File: config.mk
export PLATFORM = sky130hd
export DESIGN_NAME = spart_rx_buffer
export DESIGN_NICKNAME = d
export VERILOG_FILES = /design/src/rtl/spart_rx_buffer.sv
export SDC_FILE = /design/constraint.sdc
export NUM_CORES = 1
export LEC_CHECK = 0
export CAP_MARGIN = 0
export CORE_MARGIN = 3
export CORE_UTILIZATION = 60
export CTS_BUF_LIST = sky130_fd_sc_hd__clkbuf_8
export CTS_CLUSTER_DIAMETER = 40
export DETAILED_ROUTE_END_ITERATION = 7
export PLACE_DENSITY = 0.86
export RECOVER_POWER = 50
export SYNTH_ARGS = -nofsm -noshare
export SYNTH_HDL_FRONTEND = slang
export SYNTH_SLANG_ARGS = --single-unit
File: constraint.sdc
create_clock -name clk -period 3.8 [get_ports clk]
set_input_delay 0.38 -clock clk [delete_from_list [all_inputs] [get_ports clk]]
set_output_delay 0.38 -clock clk [all_outputs]
set_load 0.01 [all_outputs]
File: src/rtl/spart_rx_buffer.sv
// Receive-side byte buffer for the SPART: circular FIFO behind the receive shifter,
// with overrun tracking. Define SPART_RX_IRQ_EN to build the fill-level/overrun IRQ.
module spart_rx_buffer #(
  parameter int DEPTH     = 8,
  parameter int IRQ_LEVEL = 1
) (
  input  logic                     clk,
  input  logic                     rst_n,
  input  logic [7:0]               RX_DATA,
  input  logic                     RX_RDA,
  input  logic                     RD,
  input  logic                     CLR_OVR,
  output logic [7:0]               DOUT,
  output logic                     EMPTY,
  output logic                     FULL,
  output logic [$clog2(DEPTH):0]   COUNT,
  output logic                     OVERRUN,
  output logic                     IRQ
);

  localparam int AW = $clog2(DEPTH);
  localparam int CW = AW + 1;

  if (DEPTH < 2 || DEPTH > 64 || (DEPTH & (DEPTH - 1)) != 0) begin : g_bad_depth
    $error("spart_rx_buffer: DEPTH must be a power of two in 2..64");
  end
  if (IRQ_LEVEL < 1 || IRQ_LEVEL > DEPTH) begin : g_bad_irq_level
    $error("spart_rx_buffer: IRQ_LEVEL must be in 1..DEPTH");
  end

  logic [7:0]    mem [DEPTH];
  logic [CW-1:0] wr_ptr;
  logic [CW-1:0] rd_ptr;
  logic [CW-1:0] wr_ptr_nxt;
  logic [CW-1:0] rd_ptr_nxt;
  logic          ovr_q;
  logic          ovr_nxt;
  logic          do_wr;
  logic          do_rd;
  logic          drop;

  assign EMPTY = (wr_ptr == rd_ptr);
  assign FULL  = (wr_ptr[AW-1:0] == rd_ptr[AW-1:0]) && (wr_ptr[AW] != rd_ptr[AW]);
  assign COUNT = wr_ptr - rd_ptr;

  // A pop in the same cycle frees the slot, so a write into a full FIFO still lands.
  assign do_rd = RD & ~EMPTY;
  assign do_wr = RX_RDA & (~FULL | RD);
  assign drop  = RX_RDA & FULL & ~RD;

  always_comb begin
    wr_ptr_nxt = wr_ptr;
    rd_ptr_nxt = rd_ptr;
    ovr_nxt    = ovr_q;
    if (do_wr) wr_ptr_nxt = wr_ptr + CW'(1);
    if (do_rd) rd_ptr_nxt = rd_ptr + CW'(1);
    if (drop)
      ovr_nxt = 1'b1;
    else if (CLR_OVR)
      ovr_nxt = 1'b0;
  end

  always_ff @(posedge clk) begin
    if (!rst_n) begin
      wr_ptr <= '0;
      rd_ptr <= '0;
      ovr_q  <= 1'b0;
    end else begin
      wr_ptr <= wr_ptr_nxt;
      rd_ptr <= rd_ptr_nxt;
      ovr_q  <= ovr_nxt;
    end
  end

  // Storage is never reset; stale contents are hidden behind EMPTY.
  always_ff @(posedge clk) begin
    if (do_wr) mem[wr_ptr[AW-1:0]] <= RX_DATA;
  end

  assign DOUT    = EMPTY ? 8'h00 : mem[rd_ptr[AW-1:0]];
  assign OVERRUN = ovr_q;

`ifdef SPART_RX_IRQ_EN
  localparam logic [CW-1:0] IRQ_LVL = CW'(IRQ_LEVEL);

  logic [CW-1:0] count_nxt;
  logic          irq_q;

  assign count_nxt = wr_ptr_nxt - rd_ptr_nxt;

  // Registered from next-state values so IRQ matches COUNT/OVERRUN after the same edge.
  always_ff @(posedge clk) begin
    if (!rst_n)
      irq_q <= 1'b0;
    else
      irq_q <= (count_nxt >= IRQ_LVL) | ovr_nxt;
  end

  assign IRQ = irq_q;
`else
  assign IRQ = 1'b0;
`endif

endmodule

# --- After elaboration in Yosys (flattened, before gate mapping) ---
# Memory sizes are Yosys's and may differ from the RTL's. A register that Yosys moved wholly into a read port is not among the register bits.
# Cells that the tools add are included.
totals:
  out_inout_bits: 16
  regBits: 9
  mem_bits_rw: 64
  mem_count: 1
op_classes:
  n_mux: 7
  bitwise: 8
  eq_ne: 3
  add_sub_neg: 3
  reduce_logical: 2
memory_table:
  columns: ["memory", "words", "word_bits", "rd", "rd_clocked_by_memory_dff", "wr", "line_no", "text"]
  rows:
  - ["mem", 8, 8, 1, 1, 1, "31", "logic [7:0] mem [DEPTH];"]
ops:
  columns: ["operator", "count"]
  rows:
  - ["adder 4 x 1 -> 4 bit (second input constant)", 2]
  - ["2-to-1 mux 8 bit", 1]
  - ["2-to-1 mux 3 bit", 2]
  - ["bitwise AND 1 bit", 4]
  - ["equality test 4 bit", 1]
  - ["2-to-1 mux 1 bit", 4]
  - ["subtractor 4 bit", 1]
  - ["equality test 3 bit", 1]
  - ["inverter 1 bit", 3]
  - ["nonzero test 2 bit", 1]
  - ["logical AND 1 bit", 1]
  - ["!= test 1 bit", 1]
  - ["OR 1 bit", 1]

# --- Depth between registers and ports, before layout ---
# Gate-level depths: netlist of run 1.
logic_depth:
  depth_word: 7
  mapped_depth: 7

# --- Worst setup path after synthesis of run 1 ---
# OpenSTA, ideal clock, no wires.
synth_timing:
  kind: "reg-to-reg"
  startpoint: "reg wr_ptr[0]"
  endpoint: "mem mem[4][0] (enable)"
  stages_incl_launch_ff: 6
  setup_ns: 0.395
  arrival_ns: 1.890
  setup_slack_ns: 1.516
  n_path_buf: 0
  cell_sequence: "dfxtp_1 > inv_1 > ha_1 > nand3_2 > nor3_2 > nor4_1"
synth_via:
  elab_chain_len: 7
synth_lines:
  columns: ["element", "line_no", "text"]
  rows:
  - ["from (decl)", "32", "logic [CW-1:0] wr_ptr;"]
  - ["from (signal assigned)", "69", "wr_ptr <= wr_ptr_nxt;"]
  - ["equality test 3 bit", "43", "assign FULL = (wr_ptr[AW-1:0] == rd_ptr[AW-1:0]) && (wr_ptr[AW] != rd_ptr[AW]);"]
  - ["logical AND 1 bit", "43", null]
  - ["inverter 1 bit", "48", "assign do_wr = RX_RDA & (~FULL | RD);"]
  - ["OR 1 bit", "48", null]
  - ["bitwise AND 1 bit", "48", null]
  - ["2-to-1 mux 1 bit", "77", "if (do_wr) mem[wr_ptr[AW-1:0]] <= RX_DATA;"]
  - ["2-to-1 mux 1 bit (implied by the code)", "77", null]
  - ["to (decl)", "31", null]
# Parallel ways exist; a longest one is shown, timed or not.

# --- Worst setup path after layout of run 1 ---
layout_timing:
  startpoint: "reg wr_ptr[0]"
  endpoint: "out DOUT[3]"
layout_via:
  elab_chain_len: 2
layout_lines:
  columns: ["element", "line_no", "text"]
  rows:
  - ["equality test 4 bit", "42", "assign EMPTY = (wr_ptr == rd_ptr);"]
  - ["2-to-1 mux 8 bit", "80", "assign DOUT = EMPTY ? 8'h00 : mem[rd_ptr[AW-1:0]];"]
  - ["to (decl)", "13", "output logic [7:0] DOUT,"]
# No other way between the ends.

==> impl_metrics.env, run 1 <==
export IMPL_outcome="complete, no violations"
export IMPL_grt_first_pass_wirelength_mm=9.370
export IMPL_synthesis_area_per_instance_um2=17.52
export IMPL_design_die_area_um2=6097
export IMPL_max_clock_path_buffers=2
export IMPL_detailedRoute_firstIterationViolations=146
export IMPL_drt_total_wl_mm=5.519
export IMPL_intPower_uw=1448
export IMPL_worst_ep_required_time_ns=3.42
export IMPL_slew_headroom_pct=39.74
export IMPL_post_place_cells=271
export IMPL_worst_hold_slack_ns=0.5764
export IMPL_hp_class="reg -> reg"
export IMPL_placeableCoreArea_um2=4880
export IMPL_n_fill_cell=299
export IMPL_grt_start_max_net_pins=17
export IMPL_detail_route_antenna_nets=0
export IMPL_fin_setup_tns_ns=0
export IMPL_syn_num_nets=197
export IMPL_antenna_cells_inserted=0
export IMPL_postCtsSetupRepairBufs=0
export IMPL_hold_path_cell_count=2
export IMPL_routed_wire_length_per_instance_um=19.23
export IMPL_switching_share_pct=24.61
export IMPL_synth_edf_count=64
export IMPL_drive_above_1_share_pct=17.73
export IMPL_globalplace_congestion=0.9076
export IMPL_cts_hold_buffers_added=0
export IMPL_pwr_share_clk_pct=29.4
export IMPL_post_synth_inst_count=178
export IMPL_final_cell_count_no_fill=287
export IMPL_worst_hold_startpoint="rd_ptr[2]"
export IMPL_globalRoute_totalOverflow=0
export IMPL_ys_async_sr_fraction_pct=0
export IMPL_clock_transition_time_at_the_flip_flop_clock_pins_of_the_worst_setup_and_hold_paths_ns=0.07
export IMPL_crit_slowest_cell="nor2b_1"
export IMPL_row_count=25
export IMPL_power_per_cell_area_nw_per_um2=529.1
export IMPL_crit_reg2reg_capture="mem[7][3]"
export IMPL_synth_distinct_cells=35
export IMPL_ys_seq_area_share_pct=69.34
export IMPL_routed_via_count=1675
export IMPL_maxCapViolations=0
export IMPL_worst_slew_pin_transition_ns=0.9006
export IMPL_crit_path_cell_trace="inv_1 > ha_1 > nand3_1 > nor2_2 > nor2b_1 > a22o_1 > clkdlybuf4s50_1"
export IMPL_r2r_start="wr_ptr[0]"
export IMPL_first_global_vias=1812
export IMPL_critical_path_sink_type="primary output"
export IMPL_yosys_most_used_dff="edfxtp_1"
export IMPL_num_nets_final=234
export IMPL_worst_clock_skew_ns=0.006025
export IMPL_period_utilization_pct=89.28
export IMPL_critical_path_arrival_ns=3.01
export IMPL_maximum_clock_frequency_mhz=294.7
export IMPL_path_delay_family="simple AND/OR/NAND/NOR gates"
export IMPL_cts_root_buf="clkbuf_8"
export IMPL_min_period_ns=3.393
export IMPL_static_leakage_power_uw=0.001210
export IMPL_r2r_worst_path_cells=5
export IMPL_synth_yosys_warnings=0
export IMPL_insertion_delay_of_the_later_clocked_pin_in_the_worst_skew_pair_ns=0.33
export IMPL_dp_final_hpwl_mm=3.651
export IMPL_detail_route_first_pass_iterations=4
export IMPL_drc=0
export IMPL_report_final_hold_viol_count=0
export IMPL_numCtsBuffers=9
export IMPL_vdd_drop_max_mv=0.4374
export IMPL_postSynthRegisterBits=76
export IMPL_setup_worst_path_class="reg -> out"
export IMPL_final_core_utilization_pct=74.38
export IMPL_htree_num_levels=3
export IMPL_cp_buffers_inverters=2
export IMPL_multi_input_comb_area_um2=853.3
export IMPL_cts_num_sinks=76
export IMPL_power_share_sequential_pct=49.7
export IMPL_p_switching_uw=472.7
export IMPL_fp_dieW_um=78.09
export IMPL_area_growth_syn_to_fin_pct=16.41
export IMPL_critical_path_max_stage_delay_ns=0.59
export IMPL_rsz0062_at_grt="no"
export IMPL_p_comb_share_pct=20.9
export IMPL_sequential_cell_area_um2=2162
export IMPL_gr_usage_all_layers_pct=21.17
export IMPL_reg2reg_setup_slack_ns=1.30
export IMPL_port_buffers=27
export IMPL_initial_core_util_pct=63.90
export IMPL_crit_fanout=8
export IMPL_vias_per_cell=5.836
export IMPL_synth_area_um2=3118
export IMPL_fp_dieH_um=78.09
export IMPL_top_level_ports=29
export IMPL_worst_setup_start_kind="register"
export IMPL_slew_viol_final=0
export IMPL_tritoncts="built"
export IMPL_postCtsResizedCells=0
export IMPL_number_of_antenna_violations_at_the_first_check_in_global_routing=0
export IMPL_final_setup_viol_count=0
worst max path at each step:
stage                     slack, ns       from  cells past startpoint        end
after floorplan                1.52  wr_ptr[0]                      5  mem[4][0]
after global placement         0.96  wr_ptr[0]                      7    DOUT[3]
after detailed placement       0.82  wr_ptr[0]                      7    DOUT[3]
after CTS                      0.44  wr_ptr[0]                      7    DOUT[3]
after global routing           0.24  wr_ptr[0]                      7    DOUT[3]
final                          0.41  wr_ptr[0]                      7    DOUT[3]
kinds of logic after synthesis:
logic type      share of synthesized area, %
other cells                           0.1203
fa+ha+maj                              2.649
flops                                  69.34
compound gates                         5.819
xor+xnor                               1.926
mux                                    11.56
buf+inv                                2.368
simple gates                           6.220
Yosys cell counts (2+ instances only):
cell      count  area share, %
mux4_2       16             12
dfxtp_1      12            7.7
nor2_2        2           0.40
nand3_1       5           0.80
a22o_1        8            2.2
a21boi_1      3           0.72
and2_1        3           0.60
a21oi_1       2           0.32
buf_4         2           0.48
edfxtp_1     64             62
o21ai_0       6           0.96
nor2_1        4           0.48
nor3_1        4           0.64
nor2b_1       3           0.60
xnor2_1       4            1.1
inv_1         8           0.96
ha_1          5            2.0
buf_2         2           0.32
clkbuf_1      2           0.24
or3_1         3           0.60
nand2_1       6           0.72
flip-flops by register name, summed over array words and instances (netlist names), named ones only:
name / cells
mem: 64
OVERRUN: 1
wr_ptr: 4
rd_ptr: 4
power by group through the flow:
| stage | sequential (µW) | clock [µW] | combinational [µW] |
|---|---|---|---|
| floorplan | 961 | 0 | 263 |
| global placement | 971 | 0 | 406 |
| detailed placement | 973 | 0 | 414 |
| CTS | 955 | 581 | 417 |
| global route | 958 | 620 | 435 |
| finish | 954 | 566 | 401 |
worst min-delay path, cell delays in order, from the launching register on:
cell	delay, ns
dfxtp_1	0.34
o21ai_0	0.08
a21boi_0	0.10
per-stage QoR:
| step | setup slack [ns] | instance area (µm²) | power [µW] |
|---|---|---|---|
| after floorplan | 1.516 | 3118 | 1224 |
| after global placement | 0.9646 | 3473 | 1376 |
| after detailed placement | 0.8168 | 3473 | 1387 |
| after CTS | 0.4382 | 3659 | 1952 |
| after global routing | 0.2415 | 3630 | 2013 |
| final | 0.4073 | 3630 | 1921 |
final cells by class:
type | count | area share, %
clock inverter | 7 | 1.689
clock buffer | 9 | 3.413
sequential | 76 | 59.57
timing repair buffer | 33 | 8.687
multi-input combinational | 87 | 23.51
tap | 67 | 2.310
inverter | 8 | 0.8273
cells in the final DEF, fill, tap and decap left out, types with 5 or more instances in the layout:
master and n:
nand3_1 6, dlygate4sd3_1 9, o21ai_0 6, a22o_1 8
nor3_1 5, buf_4 6, clkdlybuf4s50_1 18, ha_1 5
dfxtp_1 12, nand2_1 6, mux4_2 16, inv_1 10
edfxtp_1 64, clkbuf_8 9
routing by layer:
layer,track usage [%],up-vias,share of wire [%]
met3,4.931,11,5.6
li1,-,777,-
met1,27.53,833,40
met4,11.71,0,2.2
met2,33.30,54,52
met5,0,-,0
Note: power is estimated with default switching activity, not from simulation.
==> run 2: changes to the inputs <==
Settings changed: GPL_TIMING_DRIVEN set to 1, TNS_END_PERCENT set to 1.
==> results of run 2 <==
No change in the layout: final DEF, timing and power equal those of run 1.
==> run 3: changes to the inputs <==
Settings changed: CELL_PAD_IN_SITES_DETAIL_PLACEMENT set to 0, CELL_PAD_IN_SITES_GLOBAL_PLACEMENT set to 1, CORE_UTILIZATION 60 to 54, PLACE_DENSITY 0.86 to 0.89.
==> impl_metrics.env, run 3 (synthesis gave the netlist of run 1 again) <==
export IMPL_outcome="complete, no violations"
export IMPL_drt_total_wl_mm=5.740
export IMPL_vias_per_cell=5.762
export IMPL_fp_dieW_um=81.99
export IMPL_tritoncts="built"
export IMPL_maxCapViolations=0
export IMPL_dp_final_hpwl_mm=3.876
export IMPL_clock_transition_time_at_the_flip_flop_clock_pins_of_the_worst_setup_and_hold_paths_ns=0.07
export IMPL_setup_worst_path_class="reg -> out"
export IMPL_cts_root_buf="clkbuf_8"
export IMPL_worst_setup_start_kind="register"
export IMPL_hold_path_cell_count=2
export IMPL_area_growth_syn_to_fin_pct=17.26
export IMPL_htree_num_levels=3
export IMPL_min_period_ns=3.266
export IMPL_worst_ep_required_time_ns=3.42
export IMPL_numCtsBuffers=9
export IMPL_grt_start_max_net_pins=17
export IMPL_hp_class="reg -> reg"
export IMPL_cts_hold_buffers_added=0
export IMPL_period_utilization_pct=85.95
export IMPL_crit_path_cell_trace="inv_1 > ha_1 > nand3_2 > nor2_1 > nor2b_1 > a22o_1 > clkdlybuf4s50_1"
export IMPL_drive_above_1_share_pct=17.43
export IMPL_num_nets_final=233
export IMPL_power_per_cell_area_nw_per_um2=544.8
export IMPL_max_clock_path_buffers=2
export IMPL_routed_via_count=1671
export IMPL_worst_slew_pin_transition_ns=0.9335
export IMPL_static_leakage_power_uw=0.001214
export IMPL_slew_viol_final=0
export IMPL_port_buffers=27
export IMPL_vdd_drop_max_mv=0.3093
export IMPL_r2r_worst_path_cells=5
export IMPL_cts_num_sinks=76
export IMPL_globalplace_congestion=0.7957
export IMPL_insertion_delay_of_the_later_clocked_pin_in_the_worst_skew_pair_ns=0.34
export IMPL_detailedRoute_firstIterationViolations=130
export IMPL_layout_cells_most_common_list="64 x edfxtp_1, 18 x clkdlybuf4s50_1, 16 x mux4_2"
export IMPL_critical_path_arrival_ns=2.89
export IMPL_gr_usage_all_layers_pct=19.52
export IMPL_first_global_vias=1715
export IMPL_number_of_antenna_violations_at_the_first_check_in_global_routing=0
export IMPL_rsz0062_at_grt="no"
export IMPL_detail_route_first_pass_iterations=4
export IMPL_report_final_hold_viol_count=0
export IMPL_placeableCoreArea_um2=5540
export IMPL_maximum_clock_frequency_mhz=306.2
export IMPL_largest_register_ffs=64
export IMPL_fin_setup_tns_ns=0
export IMPL_crit_fanout=8
export IMPL_drc=0
export IMPL_critical_path_max_stage_delay_ns=0.61
export IMPL_grt_first_pass_wirelength_mm=9.018
export IMPL_row_count=27
export IMPL_mostFrequentLayoutCell="edfxtp_1"
export IMPL_fp_dieH_um=81.99
export IMPL_postCtsSetupRepairBufs=0
export IMPL_worst_clock_skew_ns=0.01406
export IMPL_top_level_ports=29
export IMPL_routed_wire_length_per_instance_um=19.79
export IMPL_postCtsResizedCells=0
export IMPL_final_cell_area_um2=3656
export IMPL_detail_route_antenna_nets=0
export IMPL_globalRoute_totalOverflow=0
export IMPL_crit_slowest_cell="nor2b_1"
export IMPL_critical_path_sink_type="primary output"
export IMPL_detailed_place_area_um2=3477
export IMPL_antenna_cells_inserted=0
export IMPL_final_setup_viol_count=0
export IMPL_slew_headroom_pct=37.54
export IMPL_initial_core_util_pct=56.28
export IMPL_design_die_area_um2=6722
## run 3: layer usage
layer	track usage, %	wire [µm]	vias up
met5	0	0	-
met4	11.13	138	0
met3	4.605	284	11
met2	30.45	2865	45
met1	25.13	2452	841
li1	-	-	774
## run 3: through the flow
step | total power [µW] | std cells | util (%) | hold slack, ns | worst slack (ns)
after floorplan | 1224 | 178 | - | 0.4789 | 1.516
after global placement | 1379 | 275 | 62.76 | 0.5114 | 0.9821
after detailed placement | 1393 | 275 | 62.76 | 0.5383 | 0.8605
after CTS | 2019 | 290 | 66.46 | 0.5506 | 0.4811
after global routing | 2087 | 290 | 65.99 | 0.5991 | 0.3205
final | 1992 | 290 | 65.99 | 0.5751 | 0.5340
## run 3: layout make-up
| type | count | area [µm²] |
|---|---|---|
| sequential | 76 | 2162 |
| fill | 405 | 1884 |
| multi-input combinational | 87 | 860.8 |
| timing repair buffer | 32 | 307.8 |
| clock buffer | 9 | 123.9 |
| tap | 72 | 90.09 |
| clock inverter | 6 | 81.33 |
| inverter | 8 | 30.03 |
## run 3: final timing paths
check	start	end	slack (ns)
worst max-delay path	wr_ptr[0]	DOUT[2]	0.53
worst min-delay path	rd_ptr[2]	rd_ptr[2]	0.58
worst max register to register	wr_ptr[0]	mem[2][3]	1.43
worst min register to register	rd_ptr[2]	rd_ptr[2]	0.58
## run 3: worst max-delay path, delay by kind of cell (launching register included)
family          cells  cell delay [ns]
compound gates      1             0.27
flops               1             0.46
simple gates        3             0.86
fa+ha+maj           1             0.33
buf+inv             2             0.63
## run 3: where the power goes
group / internal, µW / total (µW) / switching, µW
combinational: 221 / 404 / 183
sequential: 931 / 954 / 23.4
clock: 362 / 633 / 272
total: 1510 / 1990 / 478
